### src/rtl/controle_es.sv
// ----------------------------------------------------------------------------
// controle_es
//
// Sits between the board I/O and the CPU. The CPU shares the single system
// clock and only advances when cpu_en is high. An IN or OUT instruction
// stalls the CPU until the user presses the step button. A HALT instruction
// stops the CPU for good, until reset. The block also owns the registered
// switch word given to the CPU and the registered word sent to the display.
//
// Optional feature macro: CONTROLE_ES_AUTO_EN
//   When defined, a WAIT_OUT stall resumes by itself after AUTO_CYCLES
//   cycles, or earlier if the button is pressed.
//   When undefined, WAIT_OUT waits for a press with no time limit.
//
// Ports
//   clock       in   1       system clock
//   reset       in   1       synchronous reset, active-high
//   button_in   in   1       raw step button, asynchronous, active-high
//   switches    in   W_IN    raw switch word, asynchronous
//   OpIn        in   1       CPU decodes IN in the current cycle
//   OpOut       in   1       CPU decodes OUT in the current cycle
//   OpHalt      in   1       CPU decodes HALT in the current cycle
//   display_in  in   W_DISP  CPU output word, valid while OpOut=1
//   cpu_en      out  1       CPU clock-enable
//   in_data     out  W_IN    registered switch word for the CPU
//   disp_out    out  W_DISP  registered display word
//   status      out  4       {halt, wait_out, wait_in, run}, one-hot
//
// FSM states
//   state     | meaning
//   ----------+-----------------------------------------------------------
//   RUN       | CPU runs; an IN/OUT/HALT decode holds it and picks a stall
//   WAIT_IN   | in_data follows the switches; a press lets IN complete
//   WAIT_OUT  | disp_out shows the OUT word; a press (or timeout) resumes
//   HALT      | CPU stopped; only reset leaves this state
// ----------------------------------------------------------------------------
module controle_es #(
  parameter int unsigned       W_IN       = 18,
  parameter int unsigned       W_DISP     = 28,
  parameter int unsigned       DEB_CYCLES = 16,
  parameter logic [W_DISP-1:0] BLANK      = {W_DISP{1'b1}}
`ifdef CONTROLE_ES_AUTO_EN
  ,
  parameter int unsigned       AUTO_CYCLES = 1024
`endif
) (
  input  logic              clock,
  input  logic              reset,
  input  logic              button_in,
  input  logic [W_IN-1:0]   switches,
  input  logic              OpIn,
  input  logic              OpOut,
  input  logic              OpHalt,
  input  logic [W_DISP-1:0] display_in,
  output logic              cpu_en,
  output logic [W_IN-1:0]   in_data,
  output logic [W_DISP-1:0] disp_out,
  output logic [3:0]        status
);

  localparam int unsigned   DW       = (DEB_CYCLES > 1) ? $clog2(DEB_CYCLES) : 1;
  localparam logic [DW-1:0] DEB_LAST = DW'(DEB_CYCLES - 1);
  localparam logic [DW-1:0] DEB_ONE  = DW'(1);

`ifdef CONTROLE_ES_AUTO_EN
  localparam int unsigned   AW        = $clog2(AUTO_CYCLES + 1);
  localparam logic [AW-1:0] AUTO_LAST = AW'(AUTO_CYCLES);
  localparam logic [AW-1:0] AUTO_ONE  = AW'(1);
`endif

  // One-hot encoding so status is the state register itself.
  typedef enum logic [3:0] {
    ST_RUN      = 4'b0001,
    ST_WAIT_IN  = 4'b0010,
    ST_WAIT_OUT = 4'b0100,
    ST_HALT     = 4'b1000
  } state_t;

  // Synchronizers
  logic [1:0]        btn_sync_q;
  logic [W_IN-1:0]   sw_meta_q;
  logic [W_IN-1:0]   sw_sync_q;
  // Marks the synchronizer output as real data rather than its reset value.
  logic [1:0]        sync_fill_q;

  // Debouncer
  logic [DW-1:0]     deb_cnt_q, deb_cnt_d;
  logic              deb_level_q, deb_level_d;
  logic              deb_prev_q;
  logic              deb_differs;
  logic              armed_q, armed_d;
  logic              press_q, press_d;

  // Controller
  state_t            state_q, state_d;
  logic [W_IN-1:0]   in_data_q, in_data_d;
  logic [W_DISP-1:0] disp_q, disp_d;
  logic              out_resume;

`ifdef CONTROLE_ES_AUTO_EN
  logic [AW-1:0]     auto_cnt_q, auto_cnt_d;
`endif

  // --------------------------------------------------------------------------
  // Debounce and press detection
  // --------------------------------------------------------------------------
  always_comb begin
    deb_differs = btn_sync_q[1] ^ deb_level_q;
    deb_cnt_d   = '0;
    deb_level_d = deb_level_q;
    if (deb_differs) begin
      if (deb_cnt_q == DEB_LAST) begin
        deb_level_d = ~deb_level_q;
      end else begin
        deb_cnt_d = deb_cnt_q + DEB_ONE;
      end
    end

    // A button that is already held when reset ends must not count as a
    // press. Presses are only accepted once the button has been seen
    // released, with the debounced level low, after reset.
    armed_d = armed_q | (sync_fill_q[1] & ~btn_sync_q[1] & ~deb_level_q);

    // Registered one-cycle pulse on the rising edge of the debounced level.
    press_d = deb_level_q & ~deb_prev_q & armed_q;
  end

  // --------------------------------------------------------------------------
  // Control FSM, next state and outputs
  // --------------------------------------------------------------------------
  always_comb begin
    state_d    = state_q;
    cpu_en     = 1'b0;
    in_data_d  = in_data_q;
    disp_d     = disp_q;
    out_resume = press_q;
`ifdef CONTROLE_ES_AUTO_EN
    auto_cnt_d = auto_cnt_q;
`endif

    unique case (state_q)
      ST_RUN: begin
        // The CPU must not advance past an I/O or HALT decode on its own.
        cpu_en = ~(OpIn | OpOut | OpHalt);
        if (OpHalt) begin
          state_d = ST_HALT;
        end else if (OpIn) begin
          state_d = ST_WAIT_IN;
        end else if (OpOut) begin
          state_d = ST_WAIT_OUT;
          disp_d  = display_in;
`ifdef CONTROLE_ES_AUTO_EN
          auto_cnt_d = '0;
`endif
        end
      end

      ST_WAIT_IN: begin
        cpu_en = press_q;
        if (press_q) begin
          // in_data is frozen in the cycle the CPU consumes it.
          state_d = ST_RUN;
        end else begin
          in_data_d = sw_sync_q;
        end
      end

      ST_WAIT_OUT: begin
`ifdef CONTROLE_ES_AUTO_EN
        out_resume = press_q | (auto_cnt_q == AUTO_LAST);
        if (!out_resume) begin
          auto_cnt_d = auto_cnt_q + AUTO_ONE;
        end
`endif
        cpu_en = out_resume;
        if (out_resume) begin
          state_d = ST_RUN;
          disp_d  = BLANK;
        end
      end

      ST_HALT: begin
        state_d = ST_HALT;
      end

      default: begin
        state_d = ST_RUN;
      end
    endcase
  end

  // --------------------------------------------------------------------------
  // Registers
  // --------------------------------------------------------------------------
  always_ff @(posedge clock) begin
    if (reset) begin
      btn_sync_q  <= '0;
      sw_meta_q   <= '0;
      sw_sync_q   <= '0;
      sync_fill_q <= '0;
      deb_cnt_q   <= '0;
      deb_level_q <= 1'b0;
      deb_prev_q  <= 1'b0;
      armed_q     <= 1'b0;
      press_q     <= 1'b0;
      state_q     <= ST_RUN;
      in_data_q   <= '0;
      disp_q      <= BLANK;
`ifdef CONTROLE_ES_AUTO_EN
      auto_cnt_q  <= '0;
`endif
    end else begin
      btn_sync_q  <= {btn_sync_q[0], button_in};
      sw_meta_q   <= switches;
      sw_sync_q   <= sw_meta_q;
      sync_fill_q <= {sync_fill_q[0], 1'b1};
      deb_cnt_q   <= deb_cnt_d;
      deb_level_q <= deb_level_d;
      deb_prev_q  <= deb_level_q;
      armed_q     <= armed_d;
      press_q     <= press_d;
      state_q     <= state_d;
      in_data_q   <= in_data_d;
      disp_q      <= disp_d;
`ifdef CONTROLE_ES_AUTO_EN
      auto_cnt_q  <= auto_cnt_d;
`endif
    end
  end

  assign in_data  = in_data_q;
  assign disp_out = disp_q;
  assign status   = state_q;

endmodule

### config.mk
export PLATFORM = sky130hd
export DESIGN_NAME = controle_es
export DESIGN_NICKNAME = d
export VERILOG_FILES = /design/src/rtl/controle_es.sv
export SDC_FILE = /design/constraint.sdc
export NUM_CORES = 1
export LEC_CHECK = 0
export BUFFER_PORTS_ARGS = -buffer_cell sky130_fd_sc_hd__buf_2
export CAP_MARGIN = 20
export CORE_MARGIN = 3
export CORE_UTILIZATION = 50
export CTS_CLUSTER_DIAMETER = 50
export DETAILED_ROUTE_END_ITERATION = 7
export HOLD_SLACK_MARGIN = 0.1
export MAX_ROUTING_LAYER = met4
export PLACE_DENSITY = 0.77
export RECOVER_POWER = 100
export SKIP_LAST_GASP = 1
export SYNTH_ARGS = -nofsm -noshare
export SYNTH_HDL_FRONTEND = slang
export SYNTH_SLANG_ARGS = --single-unit
### constraint.sdc
create_clock -name clock -period 3.25 [get_ports clock]
set_input_delay 0.325 -clock clock [delete_from_list [all_inputs] [get_ports clock]]
set_output_delay 0.325 -clock clock [all_outputs]
set_load 0.02 [all_outputs]
==> out/metrics.sh <==
RUN_STATUS='complete, but fails checks'
VIOLATIONS='max-capacitance violations'
COUNT_OF_MAPPED_CELLS_OUT_OF_SYNTHESIS=349
CRITPATHMAXFANOUT=25
MAX_SLEW_HEADROOM_AT_THE_WORST_PIN=0.00427
FINAL_LAYOUT_SIZE_SUFFIX_GT1_FRAC=0.165
DETAIL_ROUTE.VIAS_PER_CELL=4.94
ROUTEDWLPERCELL_UM=12.8
MULTIINPUTGATEAREA_UM2=1360
FIRST_GLOBAL_VIAS=2428
TOTAL_LEAKAGE_POWER_nW=1.56
CRITICAL_PATH.TOP_DELAY_FAMILY='flip-flops'
GRT_START_MAX_NET_PINS=85
WORSTSETUPSTARTPOINTTYPE='flop'
AREA.GROWTH.SYNTH_TO_FINAL_PCT=17.3
CP_SLOWEST_STAGE_DELAY_NS=0.86
CORE_AREA_UM2=6600
GLOBALROUTE.TOTALOVERFLOW=0
YOSYS_MOST_USED_DFF='sky130_fd_sc_hd__dfxtp_1'
SYNTHDOMINANTCELLAREASHARE=0.556
ROUTED_WL_UM=6860
NUMBER_OF_BUFFER_AND_INVERTER_STAGES_ON_THE_CRITICAL_PATH=1
NUM_IO_PINS=103
PORTBUFFERS=102
CRIT_TYPE='reg2out'
NUMPLACEDINSTANCES=520
DRT_DRC_VIOLATIONS_LEFT=0
SYNTH_LARGEST_AREA_CELL='sky130_fd_sc_hd__dfxtp_1'
FIRSTDRTPASSITERS=4
CTS.ROOT.BUFFER_CELL='sky130_fd_sc_hd__clkbuf_8'
DIE_FOOTPRINT_UM2=8100
CP.ARRIVAL_NS=2.28
REQUIRED_NS=2.92
WORST_PATH_MAX_DELAY_CELL='sky130_fd_sc_hd__dfxtp_1'
TRITONCTS.NUM_BUFFERS=9
ROUTABILITYCONGESTION=0.805
SLEW_VIOL_FINAL=0
TIMING.HOLD.WS_NS=0.174
NETLIST_AREA_UM2=3530
FIN_TNS_SETUP_NS=0
WORST-SLEW-PIN-TRANSITION_NS=1.49
SYN-MEAN-INSTANCE-AREA_UM2=10.1
FINISH.NET_COUNT=491
VIA_TOTAL_AFTER_DETAILED_ROUTING=2646
GRT_FIRST_PASS_WIRELENGTH_UM=11200
MAX-CAP-VIOLATIONS=1
PERIOD_SHARE=0.800
WORST_SETUP_HOLD_PATH_CLK_SLEW_NS=0.09
SYNTH_CELL_TYPES=34
CTS_SETUP_BUFFERS=0
SYNTH_EDF_COUNT=0
WORST_SETUP_PATH_END_KIND='output pin'
FINCLKSKEW_NS=0.00795
DIEWIDTH_UM=90.0
SETUP_REPAIR_AFTER_GLOBAL_ROUTING_MISSED_ITS_MARGIN='false'
TRITONCTS_CLOCK_TREE='yes'
FLOORPLAN.INITIALDENSITY=0.534
CLOCK_INSERTION_DELAY_WORST_SKEW_NS=0.36
DIE-HEIGHT_UM=90.0
WORSTPATHCELLLIST='or4b_1 > nor4_1 > a21o_1 > buf_2'
CTS_SINKS=98
CTS_BUFFER_DEPTH=2
REGISTER_AREA_UM2=1960
FMAX_GHz=0.385
SYNTH_WARNINGS=0
ANTENNA_FOUND_INITIAL=0
SETUP_VIOL_COUNT_FINAL=0
GRT_UTIL_ALL_LAYERS=0.172
FILL_CELLS=606
CTS_MAX_LEVEL=3
SYNTH.FF_LATCH_COUNT=98
PWR_DENSITY_CELL_nW_PER_UM2=555
POST-DP-HPWL_UM=4610
SYNTH.TOP_CELLS.BY_AREA='sky130_fd_sc_hd__dfxtp_1, sky130_fd_sc_hd__mux2i_1, sky130_fd_sc_hd__nor2b_1'
INSERTEDDIODECOUNT=0
CTS_RESIZED=0
POSTCTSHOLDBUFS=0
HOLDCRITPATHCLASS='in2reg'
FINAL-INSTANCE-COUNT-EXCL-FILL=536
FINALWORSTPATHREQUIREDPERIOD_NS=2.60
FINAL_HOLD_VIO_COUNT=0
SYNTH.NET_COUNT=402
SYNTH-ASYNC-RESET-RATIO=0
DETAILEDROUTE.FIRSTITERATIONVIOLATIONS=256
ROUTE.ANTENNA.REMAINING_NETS=0
MAXIMUM_VDD_DROP_mV=0.372
STD_CELL_ROWS=29
SYNTH_SEQUENTIAL_AREA_RATIO=0.556
-- cell usage in the layout (no fill, tap or decap), drive strengths merged, types with 2 or more instances in the layout --
cell	count
nand2	2
nand3b	2
buf	53
or4b	2
xor2	3
nor3	29
nor4b	4
clkinv	3
nor3b	2
o21ai	19
a21oi	20
clkbuf	65
mux2i	29
dfxtp	98
nand3	21
nor2	35
inv	5
nor2b	40
-- cell families after synthesis --
| logic type | after synthesis | share of synthesized area |
|---|---|---|
| AND/OR/NAND/NOR | 140 | 0.226 |
| flip-flops | 98 | 0.556 |
| AO/OA/AOI/OAI | 44 | 0.0685 |
| buffers and inverters | 33 | 0.0532 |
| multiplexers | 29 | 0.0823 |
| XOR/XNOR | 4 | 0.00994 |
| adder cells (fa/ha/maj) | 1 | 0.00355 |
-- power breakdown --
part	switching [mW]	leakage (nW)	internal, mW
Clock	0.407	0.110	0.402
Sequential	0.0386	0.802	1.24
Combinational	0.120	0.649	0.0856
-- final timing paths --
kind / slack (ns) / endpoint / cells after the start / start
worst max register to register: 0.73 / status[2] / 4 / status[0]
worst min register to register: 0.43 / sw_sync_q[14] / 1 / sw_meta_q[14]
worst min-delay path: 0.17 / sw_meta_q[15] / 2 / switches[15]
worst max-delay path: 0.65 / cpu_en / 4 / status[0]
-- routing by layer --
layer / routed length [um] / share of wire / global-route usage
met5: 0 / 0 / -
met4: 82 / 0.012 / 0.0459
met3: 398 / 0.058 / 0.0626
met2: 3220 / 0.47 / 0.271
met1: 3160 / 0.46 / 0.210
-- flip-flops by register name (all words and copies together) (netlist names) --
signal	flops
deb_prev_q	1
sync_fill_q	2
btn_sync_q	2
sw_meta_q	18
disp_out	28
out_resume	1
deb_cnt_q	4
armed_q	1
in_data	18
sw_sync_q	18
deb_level_q	1
status	4
-- metrics by stage --
| stage | worst slack, ns | total power, mW | cell area [um^2] | util |
|---|---|---|---|---|
| 5_1_grt | 0.470 | 2.39 | 4140 | 0.626 |
| 4_1_cts | 0.650 | 2.33 | 4230 | 0.641 |
| 6_report | 0.650 | 2.30 | 4140 | 0.626 |
| 2_1_floorplan | 1.44 | 1.46 | 3530 | - |
| 3_3_place_gp | 1.08 | 1.52 | 4020 | 0.609 |
| 3_5_place_dp | 1.06 | 1.52 | 4020 | 0.609 |
-- final cells by class --
class / count / area share
sequential: 98 / 0.474
multi-input combinational: 218 / 0.328
timing repair buffer: 107 / 0.115
clock buffer: 11 / 0.0366
tap: 93 / 0.0281
clock inverter: 5 / 0.0148
inverter: 4 / 0.00363
-- cells in the mapped netlist, types with 2 or more instances --
master	n
sky130_fd_sc_hd__nor2_1	35
sky130_fd_sc_hd__o21ai_0	9
sky130_fd_sc_hd__nor3_1	29
sky130_fd_sc_hd__nand3_1	21
sky130_fd_sc_hd__buf_6	4
sky130_fd_sc_hd__or4b_1	2
sky130_fd_sc_hd__nor3b_1	2
sky130_fd_sc_hd__inv_1	4
sky130_fd_sc_hd__buf_2	3
sky130_fd_sc_hd__nor2b_1	40
sky130_fd_sc_hd__o21ai_1	9
sky130_fd_sc_hd__a21oi_1	20
sky130_fd_sc_hd__buf_4	2
sky130_fd_sc_hd__buf_8	2
sky130_fd_sc_hd__nand3b_1	2
sky130_fd_sc_hd__xor2_1	3
sky130_fd_sc_hd__clkbuf_1	17
sky130_fd_sc_hd__nor4b_4	3
sky130_fd_sc_hd__nand2_1	2
sky130_fd_sc_hd__mux2i_1	29
sky130_fd_sc_hd__dfxtp_1	98
(Power assumes the default switching activity.)
